`config.mk`:
```
export PLATFORM = sky130hd
export DESIGN_NAME = axi4_cfg_slave
export DESIGN_NICKNAME = d
export VERILOG_FILES = /design/src/rtl/axi4_cfg_slave.sv
export SDC_FILE = /design/constraint.sdc
export NUM_CORES = 1
export LEC_CHECK = 0
export ABC_AREA = 1
export BUFFER_PORTS_ARGS = -buffer_cell sky130_fd_sc_hd__buf_2
export CORE_AREA = 8 8 243 245
export CTS_BUF_LIST = sky130_fd_sc_hd__clkbuf_16
export DETAILED_ROUTE_END_ITERATION = 10
export DIE_AREA = 0 0 251 253
export SYNTH_ARGS = -nofsm -noshare
export SYNTH_HDL_FRONTEND = slang
export SYNTH_SLANG_ARGS = --single-unit
```
`constraint.sdc`:
```
create_clock -name clk -period 3.55 [get_ports clk]
set_clock_uncertainty 0.1 [all_clocks]
set_input_delay 0.355 -clock clk [delete_from_list [all_inputs] [get_ports clk]]
set_output_delay 0.355 -clock clk [all_outputs]
set_load 0.01 [all_outputs]
```
`src/rtl/axi4_cfg_slave.sv`:
```
// -----------------------------------------------------------------------------
// axi4_cfg_slave
//
// AXI4 configuration register slave. Owns a bank of NR_OF_REGS_P registers,
// split into read/write configuration registers and read-only status slots
// (selected by RO_MASK_P). Supports byte-strobed single-beat writes,
// incrementing burst reads (arlen), a one-cycle write pulse per register and
// SLVERR responses for writes to read-only/out-of-range registers and for
// read beats past the end of the bank.
//
// Ports:
//   clk, rst_n            clock, asynchronous active-low reset
//   aw*/w*/b*             write address/data/response channels
//   ar*/r*                read address/data channels (rid is constant 0)
//   cfg_regs              flattened register bank, slot i = register i
//   sts_regs              status inputs, only read-only slots are used
//   cfg_wr_pulse          one-cycle pulse per register on a successful write
// AXI4_DATA_WIDTH_P must be 32 or 64.
// -----------------------------------------------------------------------------
module axi4_cfg_slave #(
    parameter int AXI4_ID_WIDTH_P   = 2,
    parameter int AXI4_ADDR_WIDTH_P = 16,
    parameter int AXI4_DATA_WIDTH_P = 32,
    parameter int AXI4_STRB_WIDTH_P = AXI4_DATA_WIDTH_P / 8,
    parameter int NR_OF_REGS_P      = 8,
    parameter logic [NR_OF_REGS_P-1:0] RO_MASK_P = '0
) (
    input  logic                                      clk,
    input  logic                                      rst_n,
    input  logic [AXI4_ADDR_WIDTH_P-1:0]              awaddr,
    input  logic                                      awvalid,
    output logic                                      awready,
    input  logic [AXI4_DATA_WIDTH_P-1:0]              wdata,
    input  logic [AXI4_STRB_WIDTH_P-1:0]              wstrb,
    input  logic                                      wlast,
    input  logic                                      wvalid,
    output logic                                      wready,
    output logic [1:0]                                bresp,
    output logic                                      bvalid,
    input  logic                                      bready,
    input  logic [AXI4_ADDR_WIDTH_P-1:0]              araddr,
    input  logic [7:0]                                arlen,
    input  logic                                      arvalid,
    output logic                                      arready,
    output logic [AXI4_ID_WIDTH_P-1:0]                rid,
    output logic [AXI4_DATA_WIDTH_P-1:0]              rdata,
    output logic [1:0]                                rresp,
    output logic                                      rlast,
    output logic                                      rvalid,
    input  logic                                      rready,
    output logic [NR_OF_REGS_P*AXI4_DATA_WIDTH_P-1:0] cfg_regs,
    input  logic [NR_OF_REGS_P*AXI4_DATA_WIDTH_P-1:0] sts_regs,
    output logic [NR_OF_REGS_P-1:0]                   cfg_wr_pulse
);

    localparam int DW     = AXI4_DATA_WIDTH_P;
    localparam int LSB_W  = $clog2(AXI4_STRB_WIDTH_P);
    localparam int IDX_W  = AXI4_ADDR_WIDTH_P - LSB_W;
    // One extra bit so a burst running past the bank never wraps back into it.
    localparam int RIDX_W = IDX_W + 1;

    localparam logic [1:0] RESP_OKAY   = 2'b00;
    localparam logic [1:0] RESP_SLVERR = 2'b10;

    localparam logic [1:0] W_IDLE = 2'd0;
    localparam logic [1:0] W_DATA = 2'd1;
    localparam logic [1:0] W_RESP = 2'd2;
    localparam logic [0:0] R_IDLE = 1'b0;
    localparam logic [0:0] R_DATA = 1'b1;

    logic [1:0]        wr_state;
    logic [0:0]        rd_state;
    logic [IDX_W-1:0]  wr_idx;
    logic              wr_ok;
    logic [RIDX_W-1:0] rd_idx;
    logic [RIDX_W-1:0] rd_idx_nxt;
    logic [RIDX_W-1:0] ar_idx;
    logic [7:0]        rd_len;
    logic [7:0]        rd_cnt;
    logic [7:0]        rd_cnt_nxt;
    logic [DW-1:0]     cfg_q [NR_OF_REGS_P];

    // Sub-word address bits and wlast carry no information for this slave.
    logic unused_ok;
    assign unused_ok = &{1'b0, wlast, awaddr[LSB_W-1:0], araddr[LSB_W-1:0]};

    function automatic logic is_writable(input logic [IDX_W-1:0] idx);
        is_writable = 1'b0;
        for (int i = 0; i < NR_OF_REGS_P; i++) begin
            if (idx == IDX_W'(i)) is_writable = !RO_MASK_P[i];
        end
    endfunction

    function automatic logic [DW-1:0] rd_word(input logic [RIDX_W-1:0] idx);
        rd_word = '0;
        for (int i = 0; i < NR_OF_REGS_P; i++) begin
            if (idx == RIDX_W'(i)) rd_word = RO_MASK_P[i] ? sts_regs[i*DW +: DW] : cfg_q[i];
        end
    endfunction

    function automatic logic [1:0] rd_resp(input logic [RIDX_W-1:0] idx);
        rd_resp = (idx < RIDX_W'(NR_OF_REGS_P)) ? RESP_OKAY : RESP_SLVERR;
    endfunction

    assign wr_ok      = is_writable(wr_idx);
    assign ar_idx     = {1'b0, araddr[AXI4_ADDR_WIDTH_P-1:LSB_W]};
    assign rd_idx_nxt = rd_idx + RIDX_W'(1);
    assign rd_cnt_nxt = rd_cnt + 8'd1;
    assign rid        = '0;

    for (genvar g = 0; g < NR_OF_REGS_P; g++) begin : g_flat
        assign cfg_regs[g*DW +: DW] = cfg_q[g];
    end

    // Write path: AW -> W -> B, one transaction at a time.
    always_ff @(posedge clk or negedge rst_n) begin
        if (!rst_n) begin
            wr_state     <= W_IDLE;
            wr_idx       <= '0;
            awready      <= 1'b1;
            wready       <= 1'b0;
            bvalid       <= 1'b0;
            bresp        <= RESP_OKAY;
            cfg_wr_pulse <= '0;
            for (int i = 0; i < NR_OF_REGS_P; i++) cfg_q[i] <= '0;
        end else begin
            cfg_wr_pulse <= '0;
            case (wr_state)
                W_IDLE: begin
                    if (awvalid && awready) begin
                        wr_idx   <= awaddr[AXI4_ADDR_WIDTH_P-1:LSB_W];
                        awready  <= 1'b0;
                        wready   <= 1'b1;
                        wr_state <= W_DATA;
                    end
                end
                W_DATA: begin
                    if (wvalid && wready) begin
                        wready   <= 1'b0;
                        bvalid   <= 1'b1;
                        bresp    <= wr_ok ? RESP_OKAY : RESP_SLVERR;
                        wr_state <= W_RESP;
                        // Register update and pulse land on the same edge.
                        for (int i = 0; i < NR_OF_REGS_P; i++) begin
                            cfg_wr_pulse[i] <= wr_ok && (wr_idx == IDX_W'(i));
                            for (int b = 0; b < AXI4_STRB_WIDTH_P; b++) begin
                                if (wr_ok && (wr_idx == IDX_W'(i)) && wstrb[b])
                                    cfg_q[i][8*b +: 8] <= wdata[8*b +: 8];
                            end
                        end
                    end
                end
                W_RESP: begin
                    if (bready) begin
                        bvalid   <= 1'b0;
                        awready  <= 1'b1;
                        wr_state <= W_IDLE;
                    end
                end
                default: wr_state <= W_IDLE;
            endcase
        end
    end

    // Read path: each beat is captured into rdata/rresp/rlast at the edge it
    // is presented, so it holds while stalled and sees pre-write cfg values.
    always_ff @(posedge clk or negedge rst_n) begin
        if (!rst_n) begin
            rd_state <= R_IDLE;
            rd_idx   <= '0;
            rd_len   <= '0;
            rd_cnt   <= '0;
            arready  <= 1'b1;
            rvalid   <= 1'b0;
            rlast    <= 1'b0;
            rresp    <= RESP_OKAY;
            rdata    <= '0;
        end else begin
            case (rd_state)
                R_IDLE: begin
                    if (arvalid && arready) begin
                        arready  <= 1'b0;
                        rd_idx   <= ar_idx;
                        rd_len   <= arlen;
                        rd_cnt   <= '0;
                        rvalid   <= 1'b1;
                        rdata    <= rd_word(ar_idx);
                        rresp    <= rd_resp(ar_idx);
                        rlast    <= (arlen == 8'd0);
                        rd_state <= R_DATA;
                    end
                end
                R_DATA: begin
                    if (rvalid && rready) begin
                        if (rlast) begin
                            rvalid   <= 1'b0;
                            rlast    <= 1'b0;
                            arready  <= 1'b1;
                            rd_state <= R_IDLE;
                        end else begin
                            rd_idx <= rd_idx_nxt;
                            rd_cnt <= rd_cnt_nxt;
                            rdata  <= rd_word(rd_idx_nxt);
                            rresp  <= rd_resp(rd_idx_nxt);
                            rlast  <= (rd_cnt_nxt == rd_len);
                        end
                    end
                end
                default: rd_state <= R_IDLE;
            endcase
        end
    end

endmodule

```
Word level (Yosys, flattened, before mapping)
Index checks and enable logic that the tools add are counted.
{"block": "word_totals", "register_bits": 354, "in_bits": 340}
{"block": "classes", "addsub": 2, "magnitude_cmp": 2, "eq_ne": 31, "n_mux": 74, "bitwise_logic": 1, "reduce_logical": 94}
{"op": "$mux 32", "count": 19}
{"op": "$reduce_and 3->1", "count": 38}
{"op": "$eq 14x3->1 const B", "count": 8}
{"op": "$pmux 32 s2", "count": 1}
{"op": "$eq 15x3->1 const B", "count": 4}
{"op": "$eq 14x2->1 const B", "count": 4}
{"op": "$mux 15", "count": 3}
{"op": "$logic_and 1x1->1", "count": 44}
{"op": "$mux 8", "count": 5}
{"op": "$eq 15x2->1 const B", "count": 2}
{"op": "$logic_not 15->1", "count": 2}
{"op": "$pmux 15 s2", "count": 1}
{"op": "$eq 14x1->1 const B", "count": 2}
{"op": "$mux 1", "count": 26}
{"op": "$mux 2", "count": 9}
{"op": "$pmux 8 s2", "count": 1}
{"op": "$add 15x1->15 const B", "count": 1}
{"op": "$eq 15x1->1 const B", "count": 1}
{"op": "$lt 15x4->1 const B", "count": 1}
{"op": "$logic_not 14->1", "count": 1}
{"op": "$lt 14x4->1 const B", "count": 1}
{"op": "$pmux 1 s2", "count": 7}
{"op": "$ne 2x2->1 const B", "count": 6}
{"op": "$add 8x1->8 const B", "count": 1}
{"op": "11 further kinds", "count": 16}

Longest topological paths before layout
Gate-level depths: netlist (run 1).
{"block": "depth", "depth_word": 13, "ltp_mapped": 20}

Worst setup path after synthesis (run 1)
Ideal clock, no wire load.
{"block": "synth_path", "kind": "register -> register", "from": "reg rd_idx[1]", "to": "reg rdata[14]", "setup_ns": 0.122, "arrival_ns": 2.338, "t_required_ns": 3.328, "path_slack_ns": 0.989, "path_stages_with_launch": 21, "period_less_slack_ns": 2.561, "path_cell_list": "dfrtp_1 > ha_1 > nand2_2 > nor2_4 > nand2_1 > nor2_1 > nand2_1 > nand2_1 > nand3_4 > nor2_8 > nand4_4 > buf_2 > or2_0 > nand2_1 > nand2_1 > nand2_1 > nand2_1 > nand2_1 > nand2_1 > nand2_1 > a21oi_1"}
{"block": "synth_via", "elab_chain_cells": 13, "word_cells_on_any_way": 20, "classes_between": "add/sub: 1; eq/ne: 7; mux: 11; reduce/logical: 1"}
{"element": "start: declaration", "line": "75", "text": "logic [RIDX_W-1:0] rd_idx;"}
{"element": "start signal: assignment", "line": "183", "text": "rd_idx <= ar_idx;"}
{"element": "start signal: assignment", "line": "201", "text": "rd_idx <= rd_idx_nxt;"}
{"element": "$add 15x1->15 (*)", "line": "107", "text": "assign rd_idx_nxt = rd_idx + RIDX_W'(1);"}
{"element": "$logic_not 15->1", "line": "97", "text": "if (idx == RIDX_W'(i)) rd_word = RO_MASK_P[i] ? sts_regs[i*DW +: DW] : cfg_q[i];"}
{"element": "$mux 32 (7 in a row)", "line": "97"}
{"element": "$mux 32 (*)", "line": "97"}
{"element": "$mux 32 (*)", "line": "195", "text": "if (rlast) begin"}
{"element": "$mux 32 (*)", "line": "194", "text": "if (rvalid && rready) begin"}
{"element": "$pmux 32 s2 (*)", "line": "179", "text": "case (rd_state)"}
{"element": "end signal: assignment", "line": "187", "text": "rdata <= rd_word(ar_idx);"}
{"element": "end signal: assignment", "line": "203", "text": "rdata <= rd_word(rd_idx_nxt);"}
{"element": "end: declaration", "line": "46", "text": "output logic [AXI4_DATA_WIDTH_P-1:0] rdata,"}
Mark *: on every way between the ends. The rest lies on a longest branch, timed or not. The select of a mux whose other input is x is not followed.
A chain may end at the register's enable or synchronous reset.

Worst setup path in the final report (run 1)
{"block": "layout_path", "from": "reg rd_idx[1]", "to": "reg rdata[8]"}
Same word-level chain as after synthesis.

==> results.md, run 1 <==
- Total GRT Usage: 0.242
- CP peak stage delay: 0.46 ns
- Critical path's slowest cell: dfrtp_1
- Vias in the first global route: 17,615
- Clock buffer depth: 3
- I/O pin cnt: 648
- Vias/cell: 5.14
- Data arrival, critical path: 3.64 ns
- Total gr overflow: 0
- Die width: 251 um
- Area Overhead vs Synth: 23.4%
- EDFF count, synth: 0
- Crit-path cells: ha_1 > nand3_2 > nor2_1 > nand4_1 > nand2_1 > nand3_4 > nor2_8 > nand4_4 > buf_4 > or2_0 > nand3_1 > nand3b_1 > nand2_1 > nand2_1 > nand2_1 > a21oi_1
- Synthesized area per cell: 7.29 um2
- Row count: 87
- WL/cell: 21.0 um
- Initial Utilization: 0.348
- Unrepaired setup endpoints after global routing: false
- Main synth FF type: dfrtp_1
- Num Clock Sinks: 352
- Synth cell types: 46
- TritonCTS clock tree: yes
- Clk_lat worst skew: 0.57 ns
- Max Fclk: 304 MHz
- Final hold violation count: 0
- Top cell by count, worst path: nand2_1
- Final setup viols: 0
- CP Capture Type: flop
- Status: finished, final reports clean
- Max cap viols: 0
- Critical Path RT: 3.90 ns
- Slew Viols, Final: 0
- Initial DRC Count: 1,717
- Seq/Total Area, Yosys: 0.456
- Synth Register Bits: 352
- Worst rel slew slack: 0.286
- Power density cells: 394 mW/mm2
- Clk slew on worst S/H paths: 0.06 ns
- Final ANT Viol Nets: 0
- Fill cells: 5,765
- Final nets: 3,366
- Post-Synthesis Cells: 2,650
- Share of cells above drive strength 1: 0.185
- Root Buffer: clkbuf_16
- Vias post-DR: 19,367
- Slew @ Worst Pin: 1.07 ns
- First-pass GRT wire length: 118,000 um
- Initial antenna violation count: 7
- Maximum vdd drop: 0.423 mV
- Largest net degree at the start of global routing: 80
- Final Critical Period: 3.29 ns
- HPWL Detailed: 59,700 um
- Mapped Area: 0.0193 mm2
- Final Power: 9.39 mW
- Synth warn: 0
- Worst-path fanout max: 15
- Post-synthesis async set-or-reset flop share: 1.00
- Final WL: 79,000 um
- Die area: 0.0635 mm2
- Critical path type: reg -> reg
- 1st-pass router iterations: 7
- Core region area: 0.0555 mm2
- Routability cong.: 0.905
- CTS Buf Count: 44
- CP Launch Type: flop
- H-Tree Depth: 2
- IO buf count: 382
- DRC viols: 0
- Total negative slack: 0 ns
- Die Ht: 253 um
- Final Cycle Share: 0.926
- Leakage power total: 12.4 nW
- Hold Path Class: in -> reg
flip-flops by register name, indices dropped and copies added, names as in the netlist:
name          cells
cfg_regs        256
rdata            32
rd_idx           15
wr_idx           14
cfg_wr_pulse      8
rd_cnt            8
rd_len            8
wr_state          2
arready           1
awready           1
bresp             1
bvalid            1
rd_state          1
rlast             1
rresp             1
rvalid            1
wready            1
worst paths after layout:
kind / start / end / slack, ns / depth (start not counted)
setup / recovery: rd_idx[1] / rdata[8] / 0.26 / 16
hold / removal: araddr[4] / rd_idx[2] / 0.04 / 3
setup reg to reg: rd_idx[1] / rdata[8] / 0.26 / 16
hold reg to reg: rresp[1] / rresp[1] / 0.39 / 2
max in group asynchronous: rst_n / cfg_regs[68] / 2.25 / 3
min in group asynchronous: rst_n / cfg_regs[205] / 0.28 / 2
report_power, final:
group,leakage (nW),internal (mW),switching [mW]
registers,4.75,4.14,0.0764
logic,6.97,0.223,0.440
clock network,0.716,2.66,1.85
total,12.4,7.02,2.37
repair_timing:
action                                 in CTS  in global routing
setup buffers                               0                  5
gates resized for setup                     0                  1
endpoints found under the hold margin     105                  0
hold buffers                               35                  0
setup endpoints to repair                   0                 13
layout make-up:
cell class	count	area, um2	share of cell area
multi-input combinational	1886	8930	0.375
sequential	352	8810	0.370
timing repair buffer	473	2810	0.118
clock buffer	45	1130	0.0472
inverter	263	990	0.0415
tap	712	891	0.0374
clock inverter	33	283	0.0119
antenna	2	5.00	0.000210
metal layers:
metal,vias to the layer above,wire (um),global-route usage
li1,9466,-,-
met1,8981,37100,0.361
met4,10,1770,0.0582
met3,97,7760,0.0729
met2,813,32300,0.335
met5,-,61,0
cells by family (layout without fill, tap and decap cells):
group                    Yosys count  after routing  synth area share
XOR/XNOR                          10             10           0.00453
adder cells (fa/ha/maj)            6              6           0.00388
AND/OR/NAND/NOR                 1177           1177             0.261
other                              1              6          0.000194
buffers and inverters            415            814            0.0841
multiplexers                      11             11           0.00641
flip-flops                       352            352             0.456
AO/OA/AOI/OAI                    678            678             0.184
Yosys cell counts (4+ instances only):
cell / n / area (um2)
o21ai_1: 27 / 135
dfrtp_1: 350 / 8760
nand2_2: 6 / 37.5
or2_0: 17 / 106
nand4_1: 49 / 307
buf_1: 7 / 26.3
nand3b_1: 12 / 90.1
ha_1: 6 / 75.1
buf_4: 7 / 52.6
nand3_1: 166 / 831
o211ai_1: 36 / 270
nand3_2: 5 / 50.1
xor2_1: 5 / 43.8
inv_1: 253 / 950
o22ai_1: 28 / 175
nand2_1: 739 / 2770
xnor2_1: 5 / 43.8
or2_2: 11 / 68.8
mux2_2: 11 / 124
inv_2: 7 / 26.3
a21boi_0: 4 / 30.0
o21ai_0: 445 / 2230
nor2_1: 153 / 574
o21bai_1: 4 / 30.0
buf_2: 20 / 100
clkbuf_1: 116 / 435
a21oi_1: 129 / 646
critical path, delay by kind of cell (launching register included):
family / cells / cell delay, ns
DFF: 1 / 0.46
buffers and inverters: 1 / 0.26
adders and majority gates: 1 / 0.29
AOI/OAI and AO/OA: 1 / 0.05
and+or+nand+nor: 13 / 1.98
per-stage QoR:
stage / hold slack, ns / utilization / cells / setup slack, ns / instance area [um2]
6_report: 0.0443 / 0.430 / 3766 / 0.263 / 23800
5_1_grt: 0.0666 / 0.429 / 3764 / 0.00600 / 23800
4_1_cts: 0.00922 / 0.429 / 3759 / 0.248 / 23800
3_5_place_dp: 0.312 / 0.397 / 3646 / 0.279 / 22000
3_3_place_gp: 0.316 / 0.397 / 3646 / 0.308 / 22000
2_1_floorplan: -0.0406 / - / 2653 / 0.989 / 19300
placed cells by master, fill, tap and decap left out, types with 4 or more instances in the layout:
master | netlist | layout
xor2_1 | 5 | 5
clkinv_2 | 1 | 12
nand3_2 | 5 | 6
or2_0 | 17 | 17
o211ai_1 | 36 | 36
buf_2 | 20 | 381
o21ai_1 | 27 | 27
bufinv_16 | 0 | 5
nor2_2 | 3 | 7
ha_1 | 6 | 6
inv_2 | 7 | 6
nand3b_1 | 12 | 12
inv_1 | 253 | 257
xnor2_1 | 5 | 5
clkinv_1 | 2 | 13
nand4_1 | 49 | 49
buf_4 | 7 | 47
o21bai_1 | 4 | 4
o21ai_0 | 445 | 445
conb_1 | 1 | 4
buf_12 | 0 | 9
nand3_1 | 166 | 165
clkbuf_16 | 0 | 45
nand2_2 | 6 | 7
dfrtp_1 | 350 | 350
dlygate4sd3_1 | 0 | 35
o22ai_1 | 28 | 28
a21oi_1 | 129 | 129
nand2_1 | 739 | 738
a21boi_0 | 4 | 4
mux2_2 | 11 | 11
or2_2 | 11 | 11
nor2_1 | 153 | 148
(Power assumes the default switching activity.)
==> run 2: changes to the inputs <==
==> constraint.sdc (replaced) <==
create_clock -name clk -period 3.39 [get_ports clk]
set_clock_uncertainty 0.1 [all_clocks]
set_input_delay 0.339 -clock clk [delete_from_list [all_inputs] [get_ports clk]]
set_output_delay 0.339 -clock clk [all_outputs]
set_load 0.01 [all_outputs]
==> run 2 against run 1 <==
Non-clock buffer count grew 6; clock power grew 3%; largest cell class unchanged; global-route usage shrank 0.13 points; critical path type unchanged; critical endpoint is now rdata[15]; combinational power grew 4.5%; critical path depth grew 1; hold slack gained 0.022 ns; flip-flop and latch count is the same; sequential power grew 4.7%.
==> results.md, run 2 (synthesis results as in run 1) <==
- Leakage power total: 12.5 nW
- Area Overhead vs Synth: 24.0%
- Fin worst setup slack: 0.282 ns
- Maximum vdd drop: 0.391 mV
- Critical path type: reg -> reg
- Crit-path cells: ha_2 > nand3_2 > xor2_1 > nor2_1 > nand2_2 > nor3_2 > nand2_2 > buf_4 > o21ai_0 > nand2_1 > nand3_1 > nand2_1 > nand2_1 > nand2_1 > nand2_1 > nand2_1 > a21oi_1
- First-pass GRT wire length: 117,000 um
- Placed Cells: 3,647
- Slew @ Worst Pin: 0.996 ns
- Critical Path RT: 3.78 ns
- H-Tree Depth: 2
- Total gr overflow: 0
- Vias/cell: 5.11
- Die area: 0.0635 mm2
- Max reg flops: 256
- Row count: 87
- Max Fclk: 322 MHz
- Final nets: 3,372
- Worst path bufs/invs: 1
- Slew Viols, Final: 0
- IO buf count: 382
- Initial Utilization: 0.348
- Share of cells above drive strength 1: 0.185
- Cell Count, Final, Fillers Out: 3,775
- Vias in the first global route: 17,535
- Final Power: 9.75 mW
- Final setup viols: 0
- Final Cycle Share: 0.917
- WL/cell: 20.9 um
- Commonest non-fill, non-tap cell in the layout: nand2_1
- CTS Buf Count: 44
- Most frequent cells in the layout: 738 x nand2_1, 445 x o21ai_0, 381 x buf_2, 349 x dfrtp_1, 270 x inv_1
- Clock buffer depth: 3
- Initial DRC Count: 1,731
- CP peak stage delay: 0.43 ns
- Final Critical Period: 3.11 ns
- Hold Path Class: in -> reg
- TritonCTS clock tree: yes
- Core region area: 0.0555 mm2
- CP Capture Type: flop
- Data arrival, critical path: 3.49 ns
- Cell family with most CP delay: simple AND/OR/NAND/NOR gates
- Fill cells: 5,707
- DRC viols: 0
- Unrepaired setup endpoints after global routing: false
- Top cell by count, worst path: nand2_1
- Final ANT Viol Nets: 0
- Root Buffer: clkbuf_16
- DP Worst Slack: 0.179 ns
- Worst rel slew slack: 0.335
- Vias post-DR: 19,309
- Cells on worst reg2reg path: 17
- Clk slew on worst S/H paths: 0.06 ns
- Die width: 251 um
- Total negative slack: 0 ns
- Worst-path fanout max: 15
- Critical path's slowest cell: dfrtp_2
- Power density cells: 407 mW/mm2
- Largest net degree at the start of global routing: 90
- Clk_lat worst skew: 0.58 ns
- CP Launch Type: flop
- Num Clock Sinks: 352
- CP Depth: 17
- Max cap viols: 0
- HPWL Detailed: 59,100 um
- 1st-pass router iterations: 6
- Routability cong.: 0.892
- Final hold violation count: 0
- Total GRT Usage: 0.240
- I/O pin cnt: 648
- Status: finished, final reports clean
- Die Ht: 253 um
- Initial antenna violation count: 7
- Hold Crit Depth: 5
- Final WL: 78,900 um
-- run 2: changes by cell type in the layout (fill, tap and decap cells not counted), sizes merged --
cell and change:
buf +4, bufinv -1, inv +12, dlygate4sd3 +2
clkbuf +1, diode +3, clkinv -12
-- run 2: what timing repair did --
action / 4_1_cts / 5_1_grt
setup endpoints to repair: 0 / 32
buffers inserted: 0 / 8
hold buffers: 37 / 0
resized for setup: 0 / 5
endpoints found under the hold margin: 85 / 0
-- run 2: layer usage --
layer	GRT usage	wire, um	part of all wire
met5	0	47	0.00060
met3	0.0754	7730	0.098
met1	0.355	37300	0.47
met2	0.336	32100	0.41
met4	0.0577	1730	0.022
-- run 2: worst paths after layout --
kind                           start       endpoint  slack [ns]
max in group asynchronous      rst_n      rdata[31]        2.12
setup reg to reg           rd_idx[0]      rdata[15]        0.28
min in group asynchronous      rst_n  cfg_regs[205]        0.20
hold / removal             araddr[2]      rd_idx[0]        0.07
setup / recovery           rd_idx[0]      rdata[15]        0.28
hold reg to reg             rresp[1]       rresp[1]        0.38
-- run 2: stage by stage --
stage	instance area, um2	hold WS [ns]	util
after detailed placement	22100	0.207	0.398
after global placement	22100	0.205	0.398
after floorplan	19300	-0.0566	-
after global routing	24000	0.0945	0.431
after CTS	23900	0.0293	0.430
final	24000	0.0660	0.432
-- run 2: power breakdown --
part,leakage (nW),internal [mW],total (mW),switching [mW]
sequential,4.75,4.34,4.42,0.0838
clock,0.748,2.74,4.64,1.90
combinational,7.02,0.230,0.692,0.461
-- run 2: worst register-to-register path: cells and delay by family, from the launching register on --
family / cells / cell delay, ns
buffers and inverters: 1 / 0.21
xor gates and xnor gates: 1 / 0.18
adders and majority gates: 1 / 0.24
AOI/OAI and AO/OA: 2 / 0.31
and+or+nand+nor: 12 / 1.55
DFF: 1 / 0.43
-- run 2: cell type report --
cell class	count	area, um2	area share
Antenna cell	5	12.5	0.000522
Clock buffer	46	1150	0.0480
Clock inverter	32	248	0.0103
Inverter	263	991	0.0414
Multi-Input combinational cell	1886	8940	0.373
Sequential cell	352	8810	0.368
Tap cell	712	891	0.0372
Timing Repair Buffer	479	2920	0.122
